--- config.mk ---
export PLATFORM = sky130hd
export DESIGN_NAME = sgf_round_norm
export DESIGN_NICKNAME = d
export VERILOG_FILES = /design/src/rtl/sgf_round_norm.sv
export SDC_FILE = /design/constraint.sdc
export NUM_CORES = 1
export LEC_CHECK = 0
export ABC_AREA = 1
export CAP_MARGIN = 40
export CORE_ASPECT_RATIO = 1.25
export CORE_MARGIN = 2
export CORE_UTILIZATION = 45
export CTS_BUF_LIST = sky130_fd_sc_hd__clkbuf_16
export DETAILED_ROUTE_END_ITERATION = 8
export PLACE_DENSITY_LB_ADDON = 0.1
export SYNTH_ARGS = -nofsm -noshare
export SYNTH_HDL_FRONTEND = slang
export SYNTH_SLANG_ARGS = --single-unit
export TNS_END_PERCENT = 1
--- constraint.sdc ---
create_clock -name clk -period 4.6 [get_ports clk]
set_input_delay 1.38 -clock clk [delete_from_list [all_inputs] [get_ports clk]]
set_output_delay 1.38 -clock clk [all_outputs]
set_load 0.03 [all_outputs]
--- src/rtl/sgf_round_norm.sv ---
// sgf_round_norm: two-stage normalize + round for a significand product.
// S1 picks the P-bit mantissa window from the 2P-bit product and captures
// guard/sticky; S2 applies the rounding mode and folds any carry-out into
// the exponent adjustment. Valid/ready handshake on both sides; each stage
// loads only when its downstream can take its current contents.
module sgf_round_norm #(
  parameter int SW = 54,
  parameter int P  = 53
) (
  input  logic            clk,
  input  logic            rst,
  input  logic            valid_i,
  output logic            ready_o,
  input  logic [2*SW-1:0] product_i,
  input  logic            sign_i,
  input  logic [1:0]      rmode_i,
  output logic            valid_o,
  input  logic            ready_i,
  output logic [P-1:0]    sgf_o,
  output logic [1:0]      exp_adj_o,
  output logic            inexact_o,
  output logic            zero_o
);

  localparam logic [1:0] RM_RNE = 2'b00;
  localparam logic [1:0] RM_RZ  = 2'b01;
  localparam logic [1:0] RM_RU  = 2'b10;

  typedef struct packed {
    logic [P-1:0] mant;
    logic         guard;
    logic         sticky;
    logic         n;
    logic         zero;
    logic         sign;
    logic [1:0]   rmode;
  } s1_t;

  // vld_pipe[0] is the incoming valid; [1] and [2] are the stage valids.
  logic [2:0] vld_pipe;
  logic       adv1, adv2;
  s1_t        s1_n, s1_q;

  assign vld_pipe[0] = valid_i;
  assign adv2        = !vld_pipe[2] || ready_i;
  assign adv1        = !vld_pipe[1] || adv2;
  assign ready_o     = adv1;
  assign valid_o     = vld_pipe[2];

  // Normalize: the product of two normal significands has its MSB at 2P-1
  // or 2P-2; denormal operands just take the lower window with no further
  // shift. Zero detection spans the full input so the high bits count too.
  always_comb begin
    s1_n       = '0;
    s1_n.n     = product_i[2*P-1];
    s1_n.zero  = (product_i == '0);
    s1_n.sign  = sign_i;
    s1_n.rmode = rmode_i;
    if (product_i[2*P-1]) begin
      s1_n.mant   = product_i[2*P-1:P];
      s1_n.guard  = product_i[P-1];
      s1_n.sticky = |product_i[P-2:0];
    end else begin
      s1_n.mant   = product_i[2*P-2:P-1];
      s1_n.guard  = product_i[P-2];
      s1_n.sticky = |product_i[P-3:0];
    end
  end

  // S1 register: capture normalized fields when the stage advances.
  always_ff @(posedge clk) begin
    if (!rst) begin
      vld_pipe[1] <= 1'b0;
      s1_q        <= '0;
    end else if (adv1) begin
      vld_pipe[1] <= vld_pipe[0];
      if (vld_pipe[0]) s1_q <= s1_n;
    end
  end

  logic         inc, carry, lost;
  logic [P:0]   sum;
  logic [P-1:0] sgf_n;
  logic [1:0]   adj_n;

  // Round: increment decision per mode, then fold carry-out into exponent.
  always_comb begin
    lost = s1_q.guard | s1_q.sticky;
    case (s1_q.rmode)
      RM_RNE:  inc = s1_q.guard & (s1_q.sticky | s1_q.mant[0]);
      RM_RZ:   inc = 1'b0;
      RM_RU:   inc = !s1_q.sign & lost;
      default: inc = s1_q.sign & lost;
    endcase
    sum   = {1'b0, s1_q.mant} + {{P{1'b0}}, inc};
    carry = sum[P];
    sgf_n = carry ? {1'b1, {(P-1){1'b0}}} : sum[P-1:0];
    adj_n = {1'b0, s1_q.n} + {1'b0, carry};
    if (s1_q.zero) begin
      sgf_n = '0;
      adj_n = 2'd0;
    end
  end

  // S2 register: rounded result, held while downstream stalls.
  always_ff @(posedge clk) begin
    if (!rst) begin
      vld_pipe[2] <= 1'b0;
      sgf_o       <= '0;
      exp_adj_o   <= 2'd0;
      inexact_o   <= 1'b0;
      zero_o      <= 1'b0;
    end else if (adv2) begin
      vld_pipe[2] <= vld_pipe[1];
      if (vld_pipe[1]) begin
        sgf_o     <= sgf_n;
        exp_adj_o <= adj_n;
        inexact_o <= lost & !s1_q.zero;
        zero_o    <= s1_q.zero;
      end
    end
  end

endmodule

==> results of run 1 <==
-- flip-flops by register name, summed over array words and instances, names as in the netlist --
signal	flops
s1_q	60
sgf_o	53
exp_adj_o	2
inexact_o	1
valid_o	1
vld_pipe	1
zero_o	1
-- through the flow --
stage	setup slack (ps)	util	instance area [um^2]	power, W
after global placement	566	0.588	8510	0.00158
after detailed placement	560	0.593	8580	0.00159
after global routing	513	0.633	9150	0.00296
after CTS	560	0.633	9150	0.00287
final	568	0.633	9150	0.00285
after floorplan	1520	-	6720	0.00137
-- power by group --
group	internal, W	total (W)	switching (W)
sequential	0.00109	0.00116	0.0000715
clock	0.000755	0.00128	0.000528
combinational	0.000196	0.000408	0.000213
total	0.00204	0.00285	0.000812
-- worst min-delay path by stage --
stage / start / end / slack, ps / cells after the start
floorplan: s1_q[0] / s1_q[0] / 460 / 2
global placement: sgf_o[36] / sgf_o[36] / 450 / 2
detailed placement: sgf_o[43] / sgf_o[43] / 450 / 2
CTS: sgf_o[43] / sgf_o[43] / 460 / 2
global route: sgf_o[24] / sgf_o[24] / 480 / 2
finish: sgf_o[24] / sgf_o[24] / 460 / 2
-- area by class of cell --
type	count	area, um^2
fill	1420	5320
multi-input combinational	853	3920
sequential	119	2380
timing repair buffer	180	1840
clock buffer	17	425
inverter	59	224
tap	178	223
clock inverter	15	146
-- tightest hold or removal path: stages, from the launching register on --
cell and delay (ps):
dfxtp_1 300, nand2_1 60, a21oi_1 50
-- routing by layer --
metal  wire (um)  up-vias  global-route usage
li1            -     3822                   -
met4         566        0              0.0988
met5           0        -                   0
met3        1080       35              0.0434
met2        9480      233               0.414
met1        9380     3260               0.350
-- cells in the final DEF, fill, tap and decap left out, drive strengths merged --
| cell | netlist | final |
|---|---|---|
| bufinv | 0 | 1 |
| nand4 | 26 | 26 |
| nand2 | 357 | 357 |
| nor3 | 3 | 3 |
| a21o | 2 | 2 |
| nor2 | 223 | 223 |
| a21oi | 48 | 48 |
| clkinv | 0 | 4 |
| buf | 6 | 8 |
| o211ai | 1 | 1 |
| clkdlybuf4s50 | 0 | 172 |
| xor2 | 13 | 13 |
| ha | 3 | 3 |
| nor4 | 5 | 5 |
| o32ai | 1 | 1 |
| or2 | 1 | 1 |
| o21ai | 65 | 65 |
| clkbuf | 39 | 17 |
| dfxtp | 119 | 119 |
| nand3 | 26 | 26 |
| xnor2 | 14 | 14 |
| a31oi | 54 | 54 |
| o21bai | 7 | 7 |
| o221ai | 1 | 1 |
| nand3b | 3 | 3 |
| clkinvlp | 0 | 3 |
| inv | 59 | 66 |
-- kinds of logic (layout without fill, tap and decap cells) --
kind of cell / count (synthesis) / after routing
simple gates: 644 / 644
flops: 119 / 119
fa+ha+maj: 3 / 3
xor+xnor: 27 / 27
compound gates: 179 / 179
buf+inv: 104 / 271
==> results.md, run 1 <==
- Crit share post-route: 0.877
- Post-Route WL: 20500 um
- Post-synthesis sequential area ratio: 0.355
- Top cell type's share of synthesized area: 0.355
- Net Count, Synth: 1194
- Worst Skew: 13.5 ps
- CP bufs+invs: 3
- CTS max path bufs: 2
- First-pass GRT wire length: 33300 um
- Post-synthesis simple-gate area fraction: 0.394
- Nets@finish: 1348
- Critical path endpoint: ready_o
- IO Port Bufs: 173
- Syn_area_per_cell: 6.24 um^2
- TritonRoute pass-1 iters: 9
- I/O pin count: 174
- Worst path depth: 4
- Largest net degree at the start of global routing: 89
- Initial DRC count: 496
- Worst slew pin tran: 723 ps
- Status: complete, but fails checks
- Primary FF master, synth: dfxtp_1
- Initial antenna violation count: 0
- Kind of critical path: in2out
- Vias/cell: 5.17
- # setup viols final: 0
- Hold WS: 462 ps
- Ys async rst share: 0
- Mux share of post-synthesis cell area: 0
- Tot GR Track Use: 0.259
- RSZ-0062 raised after global routing: no
- Crit-path leading delay family: buffers and inverters
- Commonest cells post-synth: 353 x nand2_1, 207 x nor2_1, 119 x dfxtp_1
- Post-synthesis compound-gate area fraction: 0.148
- Crit end category: output pin
- Final Hold Violating Endpoints: 0
- Most frequent cell on the critical path: clkdlybuf4s50_1
- Min-Delay Path Class: reg2reg
- Synth warn: 0
- Sum of net half-perimeters after detailed placement: 15900 um
- Maximum vdd drop: 0.178 mV
- Max Clock Freq: 248 MHz
- MaxCap Viol Count: 0
- Post-CTS setup repair buffer count: 0
- Post-CTS Hold Buffers: 0
- Largest family of logic cells by synthesized area: simple AND/OR/NAND/NOR gates
- Routed Antenna Nets: 0
- Die Height: 141 um
- CP max stage delay: 680 ps
- Core area: 14500 um^2
- Largest cells by area after synthesis: dfxtp_1 35%, nand2_1 20%, nor2_1 12%, a31oi_1 5.0%, o21ai_0 4.8%
- Critical Path Source: ready_i
- Crit Path Max Fanout: 3
- Post-Layout Cell Count: 1421
- Crit start category: input pin
- TritonCTS Buffers: 17
- Top-count cell post-synth: nand2_1
- GPL Wtd Cong: 0.912
- P_leak: 3.33 nW
- Post-Synth XOR/XNOR Area: 0.0352
- Clk pin slew, worst setup/hold paths: 60 ps
- Tmin final: 4030 ps
- Die ar.: 15900 um^2
- Insertion delay to the later sink of the worst-skew pair: 420 ps
- CTS tree: done
- CP max stage cell: clkdlybuf4s50_1
- Setup_tns: 0 ps
- Clock sink count: 119
- DRC violation count after routing: 8
- Req. time, crit path: 3220 ps
- Adder-cell share of the synthesized area: 0.00559
- Max transition margin: 0.514
- Critical path arrival: 2650 ps
- Dominant cell type by area after synthesis: dfxtp_1
- EDFF count, synth: 0
- Pwr dens: 311 nW/um^2
- Failing checks: DRC
- Routed len/inst: 14.4 um
- Die width: 113 um
- Row count: 49
- Slew Viols, Final: 0
- Share of layout cells above drive strength 1: 0.0531
- Number of global-route vias before repair: 6809
- Reg2Reg Capture Point: sgf_o[32]
- DR vias: 7350
- CTS resizes: 0
- Inst Count DP: 1389
- Synth unique cells: 32
- R2R setup slack: 1860 ps
- GR Overflow Total: 0
- Layout area overhead: 36.3%
- Post-Syn Area: 6720 um^2
- CP Cell Sequence: clkdlybuf4s50_1 > inv_1 > nand3_1 > clkdlybuf4s50_1
- Crit Reg-Reg Startpoint: s1_q[5]
- Htree depth: 4
- Reg2Reg Depth: 12
- CTS Root Cell: clkbuf_16
- Cells after synthesis: 1076
- #FFs+latches synth: 119
- Starting Density: 0.464
- N_diodes: 0
Note: power is estimated with default switching activity, not from simulation.
==> inputs of run 2 (changes only) <==
--- a/config.mk
+++ b/config.mk
@@ -6,9 +6,7 @@
 export NUM_CORES = 1
 export LEC_CHECK = 0
 export ABC_AREA = 1
-export CAP_MARGIN = 40
 export CORE_ASPECT_RATIO = 1.25
-export CORE_MARGIN = 2
 export CORE_UTILIZATION = 45
 export CTS_BUF_LIST = sky130_fd_sc_hd__clkbuf_16
 export DETAILED_ROUTE_END_ITERATION = 8
==> run 2 against run 1 <==
  * The run still ends with DRC left
  * Critical path depth did not move
  * Clock skew shrank 6.8 ps
  * Final cell count fell by 0.28%
  * Sequential cell count is the same
  * Non-clock buffer count down 4
  * Critical path type unchanged
==> results.md, run 2 (same netlist as run 1, synthesis figures left out) <==
- Status: complete, but fails checks
- Failing checks: DRC
- P_leak: 3.30 nW (-0.83%)
- IO Port Bufs: 173 (unchanged)
- Final worst slack: 558 ps (-9.70 ps)
- Fill count: 1406 (-0.99%)
- Initial DRC count: 526 (+6.0%)
- Most common cell after layout, fill and taps aside: nand2_1
- Worst Skew: 6.74 ps (-6.77 ps)
- Most frequent cell on the critical path: clkdlybuf4s50_1
- Die ar.: 15400 um^2 (-3.2%)
- Crit start category: input pin
- CP max stage delay: 680 ps (about the same)
- Final Hold Violating Endpoints: 0 (unchanged)
- Worst Min Path Start: sgf_o[24]
- Insertion delay to the later sink of the worst-skew pair: 420 ps (about the same)
- Core area: 14500 um^2 (unchanged)
- CTS resizes: 0 (unchanged)
- RSZ-0062 raised after global routing: no
- Maximum vdd drop: 0.243 mV (+36%)
- Routed wl met3: 1040 um (-3.2%)
- R2R setup slack: 1910 ps (+50 ps)
- Routed Antenna Nets: 0 (unchanged)
- Largest net degree at the start of global routing: 88 (-1.1%)
- Min-Delay Path Class: reg2reg
- First-pass GRT wire length: 33100 um (-0.62%)
- Share of layout cells above drive strength 1: 0.0484 (-0.00467)
- I/O pin count: 174 (unchanged)
- Worst slew pin tran: 983 ps (+260 ps)
- Layout area overhead: 35.6%
- CP Cell Sequence: clkdlybuf4s50_1 > inv_1 > nand3_1 > clkdlybuf4s50_1
- MaxCap Viol Count: 0 (unchanged)
- TritonRoute pass-1 iters: 7 (-2)
- Die width: 111 um (-1.8%)
- TritonCTS Buffers: 17 (unchanged)
- CTS tree: done
- Post-CTS Hold Buffers: 0 (unchanged)
- DRC violation count after routing: 18 (+10)
- Pwr dens: 320 nW/um^2 (+2.8%)
- GR Overflow Total: 0 (unchanged)
- Crit Reg-Reg Startpoint: s1_q[5]
- CTS Root Cell: clkbuf_16
- Hold endpoint: sgf_o[24]
- Crit share post-route: 0.879 (+0.00211)
- Nets@finish: 1344 (-0.30%)
- N_diodes: 0 (unchanged)
- Number of flip-flops in the largest register: 60 (unchanged)
- CTS max path bufs: 2 (unchanged)
- Htree depth: 4 (unchanged)
- Crit end category: output pin
- Largest regs: s1_q: 60 flops, sgf_o: 53 flops, exp_adj_o: 2 flops
- Max transition margin: 0.345 (-0.169)
- Most frequent cells in the layout: 353 x nand2_1, 207 x nor2_1, 172 x clkdlybuf4s50_1
- Reg2Reg Capture Point: exp_adj_o[0]
- Post-CTS setup repair buffer count: 0 (unchanged)
- Uppermost layer routed: met4
- Sum of net half-perimeters after detailed placement: 15300 um (-3.3%)
- Tot GR Track Use: 0.269 (+0.00961)
- GPL Wtd Cong: 0.940 (+3.1%)
- Met2 WL post-DR: 9040 um (-4.7%)
- Clk pin slew, worst setup/hold paths: 60 ps (about the same)
- Max Clock Freq: 247 MHz (-0.24%)
- Row count: 49 (unchanged)
- Req. time, crit path: 3220 ps (about the same)
- Routed len/inst: 14.1 um (-2.0%)
- CP max stage cell: clkdlybuf4s50_1
- Die Height: 139 um (-1.4%)
- Number of global-route vias before repair: 6649 (-2.3%)
- Initial antenna violation count: 0 (unchanged)
- FF+latch area: 2380 um^2 (unchanged)
- Setup_tns: 0 ps (unchanged)
- DP Worst Slack: 549 ps (-11.5 ps)
- Starting Density: 0.464 (unchanged)
- Post-Route WL: 20000 um (-2.2%)
- WL met1: 9340 um (-0.39%)
- Hold path cells: 2 (unchanged)
- Reg2Reg Depth: 10 (-2)
- Top reg by flops: s1_q
- Tmin final: 4040 ps (+9.70 ps)
- Crit Path Max Fanout: 3 (unchanged)
- DR vias: 7302 (-0.65%)
- Critical path arrival: 2660 ps (about the same)
- Kind of critical path: in2out
- Clock sink count: 119 (unchanged)
- # setup viols final: 0 (unchanged)
- Slew Viols, Final: 0 (unchanged)
- Vias/cell: 5.15 (-0.37%)
- Area of the multi-input gates: 3920 um^2 (unchanged)
[run 2: cell count changes in the layout (fill, tap and decap cells not counted), sizes merged]
cell,delta
clkinv,+2
bufinv,+2
inv,-4
buf,-4
[run 2: report_power, final]
part           switching [W]  leakage, nW  internal [W]
logic               0.000210         2.04      0.000190
clock network       0.000507        0.283      0.000852
registers          0.0000704        0.977       0.00109
total               0.000787         3.30       0.00213
[run 2: per-layer routing]
layer	up-vias	track usage
met5	-	0
met2	238	0.427
met1	3208	0.359
met3	41	0.0463
met4	0	0.114
li1	3815	-
[run 2: worst max-delay path by stage]
stage	start	end	slack, ps	cells after the start
3_3_place_gp	ready_i	ready_o	570	4
3_5_place_dp	ready_i	ready_o	550	4
2_1_floorplan	ready_i	ready_o	1520	2
6_report	ready_i	ready_o	560	4
4_1_cts	ready_i	ready_o	550	4
5_1_grt	ready_i	ready_o	530	4
[run 2: worst max-delay path: cells and delay by family]
kind,cells,cell delay [ps]
buffers and inverters,3,1190
and+or+nand+nor,1,100
[run 2: layout make-up]
| type | count | share of cell area |
|---|---|---|
| tap | 178 | 0.0245 |
| timing repair buffer | 176 | 0.193 |
| sequential | 119 | 0.262 |
| inverter | 59 | 0.0246 |
| clock inverter | 15 | 0.0194 |
| clock buffer | 17 | 0.0467 |
| multi-input combinational | 853 | 0.430 |
[run 2: metrics by stage]
step                      hold WS [ps]  instance area [um^2]  power (W)   util  cells
after detailed placement           454                  8510    0.00158  0.588   1385
after global routing               475                  9110    0.00303  0.629   1417
final                              459                  9110    0.00292  0.629   1417
after CTS                          463                  9110    0.00293  0.629   1417
after floorplan                    459                  6720    0.00137      -   1076
after global placement             452                  8510    0.00158  0.588   1385
